### src/rtl/imem_loadable.sv
// Loadable instruction memory: combinational fetch port plus a valid/ready program
// load port that ends each load with an XOR checksum word and sticky pass/fail flags.
module imem_loadable #(
    parameter int unsigned WORD_W = 8,
    parameter int unsigned OP_W   = 3,
    parameter int unsigned DEPTH  = 32,
    localparam int unsigned AW    = WORD_W - OP_W
) (
    input  logic              clock,
    input  logic              n_reset,
    input  logic [AW-1:0]     Iaddress,
    output logic [WORD_W-1:0] Idata,
    input  logic              load_start,
    input  logic [AW:0]       load_len,
    input  logic [WORD_W-1:0] ld_data,
    input  logic              ld_valid,
    output logic              ld_ready,
    output logic              cpu_hold,
    output logic              load_done,
    output logic              load_err
);

    typedef enum logic [1:0] {StIdle, StLoad, StCheck} state_t;

    state_t            state;
    logic [AW-1:0]     counter;
    logic [AW:0]       length;
    logic [WORD_W-1:0] csum;
    logic [WORD_W-1:0] mem [DEPTH];
    logic              busy;
    logic              xfer;
    logic              len_ok;
    logic              last_word;
    logic              wr_en;

    assign xfer      = ld_valid & busy;
    assign len_ok    = (32'(load_len) >= 32'd1) && (32'(load_len) <= DEPTH);
    assign last_word = (32'(counter) + 32'd1) == 32'(length);
    assign wr_en     = (state == StLoad) && xfer;

    // busy is set/cleared together with the state so both handshake outputs are registered
    assign ld_ready = busy;
    assign cpu_hold = busy;

    always_ff @(posedge clock or negedge n_reset) begin
        if (!n_reset) begin
            state     <= StIdle;
            counter   <= '0;
            length    <= '0;
            csum      <= '0;
            busy      <= 1'b0;
            load_done <= 1'b0;
            load_err  <= 1'b0;
        end else begin
            unique case (state)
                StIdle: begin
                    if (load_start) begin
                        if (len_ok) begin
                            state     <= StLoad;
                            counter   <= '0;
                            length    <= load_len;
                            csum      <= '0;
                            busy      <= 1'b1;
                            load_done <= 1'b0;
                            load_err  <= 1'b0;
                        end else begin
                            load_done <= 1'b0;
                            load_err  <= 1'b1;
                        end
                    end
                end
                StLoad: begin
                    if (xfer) begin
                        csum <= csum ^ ld_data;
                        // counter parks on the last index so it never passes DEPTH-1
                        if (last_word) begin
                            state <= StCheck;
                        end else begin
                            counter <= counter + 1'b1;
                        end
                    end
                end
                StCheck: begin
                    if (xfer) begin
                        state     <= StIdle;
                        busy      <= 1'b0;
                        load_done <= (ld_data == csum);
                        load_err  <= (ld_data != csum);
                    end
                end
                default: begin
                    state <= StIdle;
                    busy  <= 1'b0;
                end
            endcase
        end
    end

    always_ff @(posedge clock or negedge n_reset) begin
        if (!n_reset) begin
            for (int i = 0; i < int'(DEPTH); i++) begin
                mem[i] <= '0;
            end
        end else if (wr_en) begin
            mem[counter] <= ld_data;
        end
    end

    always_comb begin
        Idata = '0;
        if (32'(Iaddress) < DEPTH) begin
            Idata = mem[Iaddress];
        end
    end

endmodule

### config.mk
export PLATFORM = sky130hd
export DESIGN_NAME = imem_loadable
export DESIGN_NICKNAME = d
export VERILOG_FILES = /design/src/rtl/imem_loadable.sv
export SDC_FILE = /design/constraint.sdc
export NUM_CORES = 1
export LEC_CHECK = 0
export BUFFER_PORTS_ARGS = -buffer_cell sky130_fd_sc_hd__buf_4
export CAP_MARGIN = 10
export CORE_UTILIZATION = 50
export DETAILED_ROUTE_END_ITERATION = 8
export PLACE_DENSITY = 0.63
export SYNTH_ARGS = -nofsm -noshare
export SYNTH_HDL_FRONTEND = slang
export SYNTH_SLANG_ARGS = --single-unit
### constraint.sdc
create_clock -name clock -period 2.4 [get_ports clock]
set_clock_uncertainty 0.1 [all_clocks]
set_input_delay 0.12 -clock clock [delete_from_list [all_inputs] [get_ports clock]]
set_output_delay 0.12 -clock clock [all_outputs]
set_load 0.02 [all_outputs]
==> impl_metrics.py, run 1 <==
metrics = {
    "outcome": {
        "run_status": "finished with violations",
        "violations": "setup timing",
    },
    "yosys": {
        "ys_types": 41,
        "synth_mux_area_frac": 0.376,
        "syn_inst": 836,
        "synth-seq-cells": 280,
        "syn_nets": 863,
        "ys_seq_area_frac": 0.539,
        "synth_compound_area_frac": 0.0165,
        "synth_area_mm2": 0.0130,
        "synth_fa_ha_area_frac": 0.00385,
        "synth_top_cell_area_share": 0.539,
        "synth_edf_count": 0,
        "yosys.area.top_type": "dfrtp_1",
        "synth_top_family_by_area": "multiplexers",
        "yosysWarningCount": 0,
        "synth_area_leaders": "dfrtp_1 54%, mux2_2 23%, mux4_2 14%, nand2_1 1.1%, clkbuf_1 1.0%",
        "yosys_most_used_dff": "dfrtp_1",
        "synth_xor_area_frac": 0.0103,
        "syn-mean-instance-area_um2": 15.6,
        "synth-simple-area-share": 0.0305,
        "async_reset_ff_frac": 1.00,
    },
    "global_routing": {
        "grt_pass1_vias": 8253,
        "grt_usage": 0.243,
        "grt-ovfl-total": 0,
        "grt_pass1_wl_um": 48500,
        "antenna_found_initial": 0,
        "grt_max_degree": 68,
    },
    "timing": {
        "tightest_slew_ps": 589,
        "finalHoldViolations": 0,
        "period_share": 1.10,
        "rsz0062_at_grt": "true",
        "slew_violations": 0,
        "slew_headroom": 0.606,
        "holdWs_ps": 2.89,
        "layout_setup_ws_ps": -248,
        "fin_crit_ps": 2650,
        "setup_viol": 8,
        "clock.fmax_mhz": 378,
        "finalSetupTns_ps": -1590,
    },
    "die": {
        "io_pins": 35,
        "die_x_um": 163,
        "die_area_mm2": 0.0267,
        "initial_utilization": 0.513,
        "num_rows": 58,
        "core-area_mm2": 0.0253,
        "fp.dieH_um": 163,
    },
    "critical_path": {
        "critPathArrivalTime_ps": 2430,
        "start_kind": "register",
        "setup.worst_path.start": "mem[64]",
        "critPathRequiredTime_ps": 2180,
        "critPathMaxFanout": 2,
        "critPathCaptureType": "primary output",
        "reg2reg_from": "cpu_hold",
        "worstSetupPathType": "register to primary output",
        "reg2reg_slack_ps": 140,
    },
    "cells_and_area": {
        "finalInstanceArea_mm2": 0.0151,
        "diodes": 0,
        "ff_latch_area_mm2": 0.00701,
        "syn_to_final_growth_pct": 15.9,
        "multiInputGateArea_mm2": 0.00573,
        "drive_gt1_frac": 0.518,
        "fin_nets": 937,
        "nFillCells": 1917,
    },
    "flow_run": {
        "cap_violations": 0,
    },
    "drt": {
        "wl_um": 30300,
        "ant_nets": 0,
        "vias_per_cell": 5.93,
        "routedWlPerCell_um": 24.0,
        "drc": 0,
        "vias": 7479,
        "first_iter_violations": 455,
        "first_pass_iters": 4,
    },
    "cts": {
        "clk_pin_slew_ps": 60,
        "clk_latency_ps": 550,
        "numCtsBuffers": 30,
        "cts_tree": "done",
        "clock_path_buffers": 3,
        "htreeDepth": 1,
        "clock-sinks": 280,
        "root_buffer": "clkbuf_16",
    },
    "placed_design": {
        "io_buffers": 34,
        "dp_hpwl_um": 20200,
        "dp_worst_setup_slack_ps": 73.1,
        "gp_congestion": 0.750,
        "place_area_mm2": 0.0139,
    },
    "power": {
        "power_leakage_nw": 7.09,
        "vdd_drop_max_mv": 0.649,
        "powerDensity_mw_per_mm2": 1050,
        "total_power_mw": 15.9,
    },
    "hold_path": {
        "worstHoldStart": "ld_data[0]",
        "min_path_type": "input port to register",
    },
}
critical path, stage by stage (launching register included):
cell and delay [ps]:
dfrtp_1 400, mux4_2 530, mux4_2 520, mux2_4 300, buf_6 130
worst paths after layout:
kind                            endpoint  depth (start not counted)
worst max-delay path            Idata[0]                          4
worst min-delay path             csum[0]                          3
worst max register to register   mem[29]                          5
worst min register to register  mem[112]                          1
max in group asynchronous       mem[125]                          3
min in group asynchronous       mem[214]                          2
layout by cell type, fill, tap and decap left out, drive strengths merged, types with 4 or more instances in the layout:
| cell | Yosys | routed |
|---|---|---|
| dfrtp | 280 | 280 |
| mux2 | 272 | 272 |
| buf | 22 | 86 |
| mux4 | 80 | 80 |
| clkbuf | 36 | 46 |
| nand2 | 38 | 38 |
| dlygate4sd3 | 0 | 14 |
| inv | 12 | 12 |
| a21oi | 10 | 10 |
| nor2 | 10 | 10 |
| xnor2 | 9 | 9 |
| nor3 | 8 | 8 |
| o22ai | 8 | 8 |
| nand2b | 7 | 7 |
| and2 | 6 | 6 |
| nand3 | 6 | 6 |
| clkinv | 0 | 6 |
| ha | 4 | 4 |
synthesized netlist by cell type, types with 7 or more instances:
cell type    n
buf_2        8
o22ai_1      8
mux2_2     266
nor2_1       9
mux4_2      80
dfrtp_1    280
nor3_1       8
xnor2_1      9
inv_1       12
clkbuf_1    36
buf_4        7
nand2b_1     7
nand2_1     38
a21oi_1     10
cells by family after synthesis:
| logic type | after synthesis |
|---|---|
| buf+inv | 70 |
| fa+ha+maj | 4 |
| compound gates | 32 |
| simple gates | 83 |
| mux | 355 |
| xor+xnor | 12 |
| flops | 280 |
metal layers:
metal	vias to the layer above	wire length (um)	global-route usage
met5	-	0	0
met4	0	909	0.0726
met3	61	1560	0.0503
met2	162	14600	0.385
met1	3997	13300	0.338
li1	3259	-	-
where the power goes:
group / total, mW / internal [mW] / switching [mW]
combinational: 4.25 / 2.61 / 1.65
sequential: 7.26 / 6.34 / 0.916
clock: 4.35 / 2.53 / 1.82
total: 15.9 / 11.5 / 4.38
area by class of cell:
class                           count  area share
Sequential cell                   280       0.465
Multi-Input combinational cell    486       0.380
Timing Repair Buffer              100      0.0629
Clock buffer                       46      0.0592
Tap cell                          330      0.0274
Inverter                           12     0.00299
Clock inverter                      7     0.00249
state kept, by name (all words and copies together) (netlist names):
name	cells
length	6
csum	8
load_done	1
cpu_hold	1
state	2
counter	5
load_err	1
mem	256
what timing repair did:
item                                    4_1_cts  5_1_grt
endpoints found under the setup margin        8       14
gates resized for setup                      16        3
setup buffers                                 2        3
endpoints found under the hold margin       294        0
hold buffers                                 14        0
stage by stage:
stage / instances / utilization
global route: 1261 / 0.595
global placement: 1189 / 0.549
floorplan: 836 / -
detailed placement: 1189 / 0.549
CTS: 1258 / 0.594
finish: 1261 / 0.595
(Power assumes the default switching activity.)
==> run 2, diff against run 1 <==
==> constraint.sdc (replaced) <==
create_clock -name clock -period 2.44 [get_ports clock]
set_clock_uncertainty 0.1 [all_clocks]
set_input_delay 0.122 -clock clock [delete_from_list [all_inputs] [get_ports clock]]
set_output_delay 0.122 -clock clock [all_outputs]
set_load 0.02 [all_outputs]
==> run 2 against run 1 <==
Effect of this change: routed wire length up 0.83%; cell count up 0.71%; the flow still finishes with violations (setup timing); critical path depth unchanged; combinational power down 0.9%; first-iteration DRC count down 10%.
==> impl_metrics.py, run 2 (same netlist as run 1, synthesis figures left out) <==
metrics = {
    "cells_and_area": {
        "mostFrequentLayoutCells": "280 x dfrtp_1, 258 x mux2_2, 80 x mux4_2",
        "largest_reg_flops": 256,
        "regMostFlops": "mem",
        "diodes": 0,
        "top_regs": "mem: 256 flops, csum: 8 flops, length: 6 flops",
        "final_common_cell": "dfrtp_1",
        "fin_nets": 944,
        "drive_gt1_frac": 0.521,
        "nFillCells": 1915,
        "finalInstanceArea_mm2": 0.0153,
        "syn_to_final_growth_pct": 17.3,
    },
    "drt": {
        "vias": 7524,
        "wl_um": 30600,
        "drc": 0,
        "first_pass_iters": 4,
        "routedWlPerCell_um": 24.1,
        "ant_nets": 0,
        "first_iter_violations": 408,
        "vias_per_cell": 5.92,
    },
    "cts": {
        "root_buffer": "clkbuf_16",
        "clock_path_buffers": 3,
        "cts_tree": "done",
        "clk_latency_ps": 560,
        "htreeDepth": 1,
        "numCtsBuffers": 30,
        "clock-sinks": 280,
        "clk_pin_slew_ps": 60,
    },
    "power": {
        "comb_power_share": 0.260,
        "p_switching_mw": 4.41,
        "p_seq_frac": 0.442,
        "internal_power_mw": 11.8,
        "vdd_drop_max_mv": 0.579,
        "power_leakage_nw": 7.18,
        "pwr-share-clk": 0.298,
        "swShare": 0.272,
        "powerDensity_mw_per_mm2": 1060,
    },
    "critical_path": {
        "critPathCaptureType": "primary output",
        "critPathMaxFanout": 2,
        "start_kind": "register",
        "reg2reg_from": "counter[0]",
        "worstSetupPathType": "register to primary output",
        "critPathArrivalTime_ps": 2400,
        "reg2reg_slack_ps": 180,
        "critPathRequiredTime_ps": 2220,
        "rr_endpoint": "counter[1]",
        "rr_worst_depth": 6,
    },
    "die": {
        "core-area_mm2": 0.0253,
        "fp.dieH_um": 163,
        "num_rows": 58,
        "io_pins": 35,
        "die_x_um": 163,
        "die_area_mm2": 0.0267,
        "initial_utilization": 0.513,
    },
    "placed_design": {
        "dp_worst_setup_slack_ps": 152,
        "dp_hpwl_um": 20500,
        "gp_congestion": 0.785,
        "io_buffers": 34,
        "place_area_mm2": 0.0139,
    },
    "timing": {
        "layout_setup_ws_ps": -186,
        "period_share": 1.08,
        "finalHoldViolations": 0,
        "tightest_slew_ps": 695,
        "rsz0062_at_grt": "true",
        "setup_viol": 8,
        "fin_crit_ps": 2630,
        "slew_violations": 0,
        "clock.fmax_mhz": 381,
        "slew_headroom": 0.533,
    },
    "outcome": {
        "violations": "setup timing",
        "run_status": "finished with violations",
    },
    "global_routing": {
        "grtUsageMet2": 0.402,
        "grt_usage": 0.243,
        "grt_util_met3": 0.0312,
        "top_usage_layer": "met2",
        "grt-ovfl-total": 0,
        "grt_pass1_vias": 8212,
        "grt_pass1_wl_um": 48700,
        "gr-usage-met1": 0.345,
        "antenna_found_initial": 0,
        "grt_max_degree": 93,
    },
    "hold_path": {
        "min_path_type": "input port to async pin",
    },
    "flow_run": {
        "cap_violations": 0,
    },
}
run 2: cell count changes in the layout (fill, tap and decap cells not counted), moves of 4 or more:
cell           previous run  this run
buf_4                    67        72
clkbuf_1                  9         4
clkbuf_8                  6        11
bufinv_16                 0         4
dlygate4sd3_1            14        18
run 2: how the worst max path moves through the flow:
stage	endpoint	slack, ps	from
6_report	Idata[6]	-190	mem[78]
4_1_cts	Idata[4]	-210	mem[68]
3_5_place_dp	counter[1]	150	counter[0]
3_3_place_gp	Idata[7]	160	Iaddress[0]
5_1_grt	Idata[4]	-280	mem[68]
2_1_floorplan	Idata[0]	340	Iaddress[1]
run 2: area by class of cell:
| class | instances | area, um^2 | share of cell area |
|---|---|---|---|
| clock buffer | 45 | 917 | 0.0601 |
| clock inverter | 10 | 164 | 0.0107 |
| inverter | 12 | 45.0 | 0.00295 |
| multi-input combinational | 486 | 5730 | 0.375 |
| sequential | 280 | 7010 | 0.459 |
| tap | 330 | 413 | 0.0271 |
| timing repair buffer | 107 | 986 | 0.0646 |
run 2: stage by stage:
step                hold WS [ps]   util  std cells  total power [mW]  setup TNS [ps]
finish                      11.9  0.602       1270              16.2           -1390
global route                35.2  0.602       1270              17.0           -1820
CTS                         13.0  0.602       1269              16.3           -1580
detailed placement          14.4  0.550       1196              11.4               0
global placement            5.07  0.550       1196              11.1               0
floorplan                   -274      -        836              9.96               0
run 2: metal layers:
layer / wire length (um) / vias up
met3: 1030 / 38
met2: 15300 / 120
met5: 0 / -
met4: 518 / 0
li1: - / 3299
met1: 13700 / 4067
run 2: power by group through the flow:
stage	logic (mW)	registers, mW	clock network [mW]
floorplan	3.12	6.84	0
global placement	3.96	7.11	0
detailed placement	4.13	7.22	0
CTS	4.25	7.15	4.94
global route	4.53	7.36	5.15
finish	4.21	7.16	4.83
run 2: worst max-delay path, stage by stage (launching register included):
cell	delay (ps)
dfrtp_1	400
mux4_2	500
mux4_2	530
mux2_4	290
buf_6	130
run 2: repair_timing:
item                                    in CTS  in global routing
endpoints found under the setup margin       8                  9
gates resized for setup                     16                  1
hold buffers                                18                  0
setup buffers                                0                  1
cloned                                       0                  0
pin swaps                                    0                  0
hold endpoints to repair                   297                  0
==> run 3, diff against run 2 <==
--- a/config.mk
+++ b/config.mk
@@ -5,6 +5,7 @@
 export SDC_FILE = /design/constraint.sdc
 export NUM_CORES = 1
 export LEC_CHECK = 0
+export ABC_AREA = 1
 export BUFFER_PORTS_ARGS = -buffer_cell sky130_fd_sc_hd__buf_4
 export CAP_MARGIN = 10
 export CORE_UTILIZATION = 50
==> run 3 against run 2 <==
Effect of this change: the flow now finishes without violations; clock power is 7.7% lower; area after synthesis increased by 1.3%; combinational power is 84% lower; register-to-register slack better by 70 ps; global-route usage is 3.0 points higher; routed wire length increased by 16%; worst hold slack about the same; power down 40%; flip-flop and latch count stayed put; cell area shrank 1.7%; critical path type unchanged; largest cell class unchanged.
==> impl_metrics.py, run 3 <==
metrics = {
    "outcome": {
        "run_status": "complete, no violations",
    },
    "global_routing": {
        "grtUsageMet2": 0.430,
        "gr-usage-met1": 0.395,
        "grt_usage": 0.273,
        "top_usage_layer": "met2",
        "grt_util_met3": 0.0336,
        "grt-ovfl-total": 0,
        "grt_max_degree": 102,
        "grt_pass1_vias": 10600,
        "antenna_found_initial": 0,
        "grt_pass1_wl_um": 57200,
    },
    "placed_design": {
        "io_buffers": 34,
        "dp_hpwl_um": 22100,
        "gp_congestion": 0.844,
    },
    "yosys": {
        "syn_inst": 1664,
        "synth-simple-area-share": 0.245,
        "synth_compound_area_frac": 0.159,
        "synth_top_cell_area_share": 0.532,
        "synth-seq-cells": 280,
        "synth_most_common_cell": "nand2_1",
        "syn-mean-instance-area_um2": 7.92,
        "synth_fa_ha_area_frac": 0.00380,
        "syn_nets": 1691,
        "yosys_most_used_dff": "dfrtp_1",
        "synth_top_family_by_area": "simple AND/OR/NAND/NOR gates",
        "synth_mux_area_frac": 0,
        "yosys.area.top_type": "dfrtp_1",
        "synth_common_cells": "594 x nand2_1, 289 x o21ai_0, 280 x dfrtp_1, 97 x nand3_1, 73 x nor2_1",
        "synth_area_leaders": "dfrtp_1 53%, nand2_1 17%, o21ai_0 11%, nand3_1 3.7%, a21oi_1 2.6%",
        "ys_types": 25,
        "synth_area_mm2": 0.0132,
        "ys_seq_area_frac": 0.532,
        "async_reset_ff_frac": 1.00,
        "synth_edf_count": 0,
        "yosysWarningCount": 0,
        "synth_xor_area_frac": 0.00532,
    },
    "die": {
        "io_pins": 35,
        "die_area_mm2": 0.0270,
        "fp.dieH_um": 164,
        "num_rows": 59,
        "initial_utilization": 0.507,
        "core-area_mm2": 0.0260,
        "die_x_um": 164,
    },
    "critical_path": {
        "critPathMaxFanout": 2,
        "critPathArrivalTime_ps": 2000,
        "critPathRequiredTime_ps": 2220,
        "start_kind": "register",
        "critPathCaptureType": "primary output",
        "worstSetupPathType": "register to primary output",
    },
    "drt": {
        "wl_um": 35600,
        "routedWlPerCell_um": 17.5,
        "first_pass_iters": 8,
        "vias": 11200,
        "vias_per_cell": 5.52,
        "drc": 0,
        "ant_nets": 0,
        "first_iter_violations": 815,
    },
    "timing": {
        "setup_viol": 0,
        "finalSetupTns_ps": 0,
        "tightest_slew_ps": 507,
        "holdWs_ps": 11.8,
        "slew_headroom": 0.660,
        "fin_crit_ps": 2230,
        "slew_violations": 0,
        "clock.fmax_mhz": 449,
        "finalHoldViolations": 0,
        "rsz0062_at_grt": "true",
        "period_share": 0.912,
    },
    "cells_and_area": {
        "drive_gt1_frac": 0.0934,
        "nFillCells": 2432,
        "multiInputGateArea_mm2": 0.00546,
        "syn_to_final_growth_pct": 13.8,
        "top_regs": "mem: 256 flops, csum: 8 flops, length: 6 flops",
        "final_common_cell": "nand2_1",
        "diodes": 0,
        "mostFrequentLayoutCells": "592 x nand2_1, 289 x o21ai_0, 280 x dfrtp_1",
        "ff_latch_area_mm2": 0.00701,
        "fin_nets": 1705,
        "largest_reg_flops": 256,
        "regMostFlops": "mem",
    },
    "cts": {
        "clk_pin_slew_ps": 60,
        "htreeDepth": 1,
        "cts_setup_buffers": 0,
        "clock_path_buffers": 3,
        "clk_latency_ps": 550,
        "root_buffer": "clkbuf_16",
        "numCtsBuffers": 31,
        "cts_tree": "done",
        "clock-sinks": 280,
    },
    "hold_path": {
        "min_path_type": "input port to async pin",
    },
    "power": {
        "total_power_mw": 9.79,
        "power_leakage_nw": 7.00,
        "powerDensity_mw_per_mm2": 653,
        "vdd_drop_max_mv": 0.658,
    },
    "flow_run": {
        "cap_violations": 0,
    },
}
==> run 3: timing repair <==
item | 4_1_cts | 5_1_grt
setup endpoints to repair | 0 | 6
hold endpoints to repair | 315 | 0
gates resized for setup | 0 | 2
hold buffers | 17 | 0
==> run 3: report_power, final <==
group	switching, mW	leakage [nW]	internal, mW	total [mW]
combinational	0.489	2.71	0.202	0.691
clock	1.85	0.485	2.60	4.46
sequential	0	3.80	4.64	4.64
total	2.34	7.00	7.45	9.79
==> run 3: through the flow <==
| stage | area, um^2 | std cells | worst slack (ps) | utilization |
|---|---|---|---|---|
| after detailed placement | 13800 | 1963 | 217 | 0.533 |
| after global routing | 15000 | 2037 | -10.3 | 0.577 |
| after global placement | 13800 | 1963 | 287 | 0.533 |
| after CTS | 15000 | 2037 | 204 | 0.577 |
| final | 15000 | 2037 | 215 | 0.577 |
| after floorplan | 13200 | 1664 | 629 | - |
==> run 3: worst max-delay path: stages, from the launching register on <==
cell,delay [ps]
dfrtp_1,380
o21ai_0,160
nor2_1,80
o31ai_1,370
nand2_1,90
nand2_1,110
nand2_1,100
buf_4,170
==> run 3: layout make-up <==
| class | count | share of cell area |
|---|---|---|
| timing repair buffer | 96 | 0.0606 |
| tap | 335 | 0.0280 |
| clock buffer | 49 | 0.0622 |
| inverter | 59 | 0.0149 |
| clock inverter | 8 | 0.00309 |
| multi-input combinational | 1210 | 0.364 |
| sequential | 280 | 0.467 |
==> run 3: metal layers <==
metal | vias to the layer above | part of all wire
met5 | - | 0
met4 | 0 | 0.023
met3 | 61 | 0.057
met2 | 321 | 0.46
met1 | 5414 | 0.46
li1 | 5452 | -
==> run 3: cells by family after synthesis <==
group                    count (synthesis)
buffers and inverters                  174
XOR/XNOR                                 8
flip-flops                             280
AO/OA/AOI/OAI                          404
AND/OR/NAND/NOR                        794
adder cells (fa/ha/maj)                  4
==> run 3: worst paths after layout <==
kind,start,endpoint,slack [ps],cells after the start
worst max register to register,state[0],mem[120],250,9
worst max-delay path,mem[136],Idata[0],210,7
max in group asynchronous,n_reset,mem[156],1590,3
min in group clock,ld_data[5],mem[237],260,4
worst min register to register,mem[15],mem[15],380,2
worst min-delay path,n_reset,mem[136],10,2
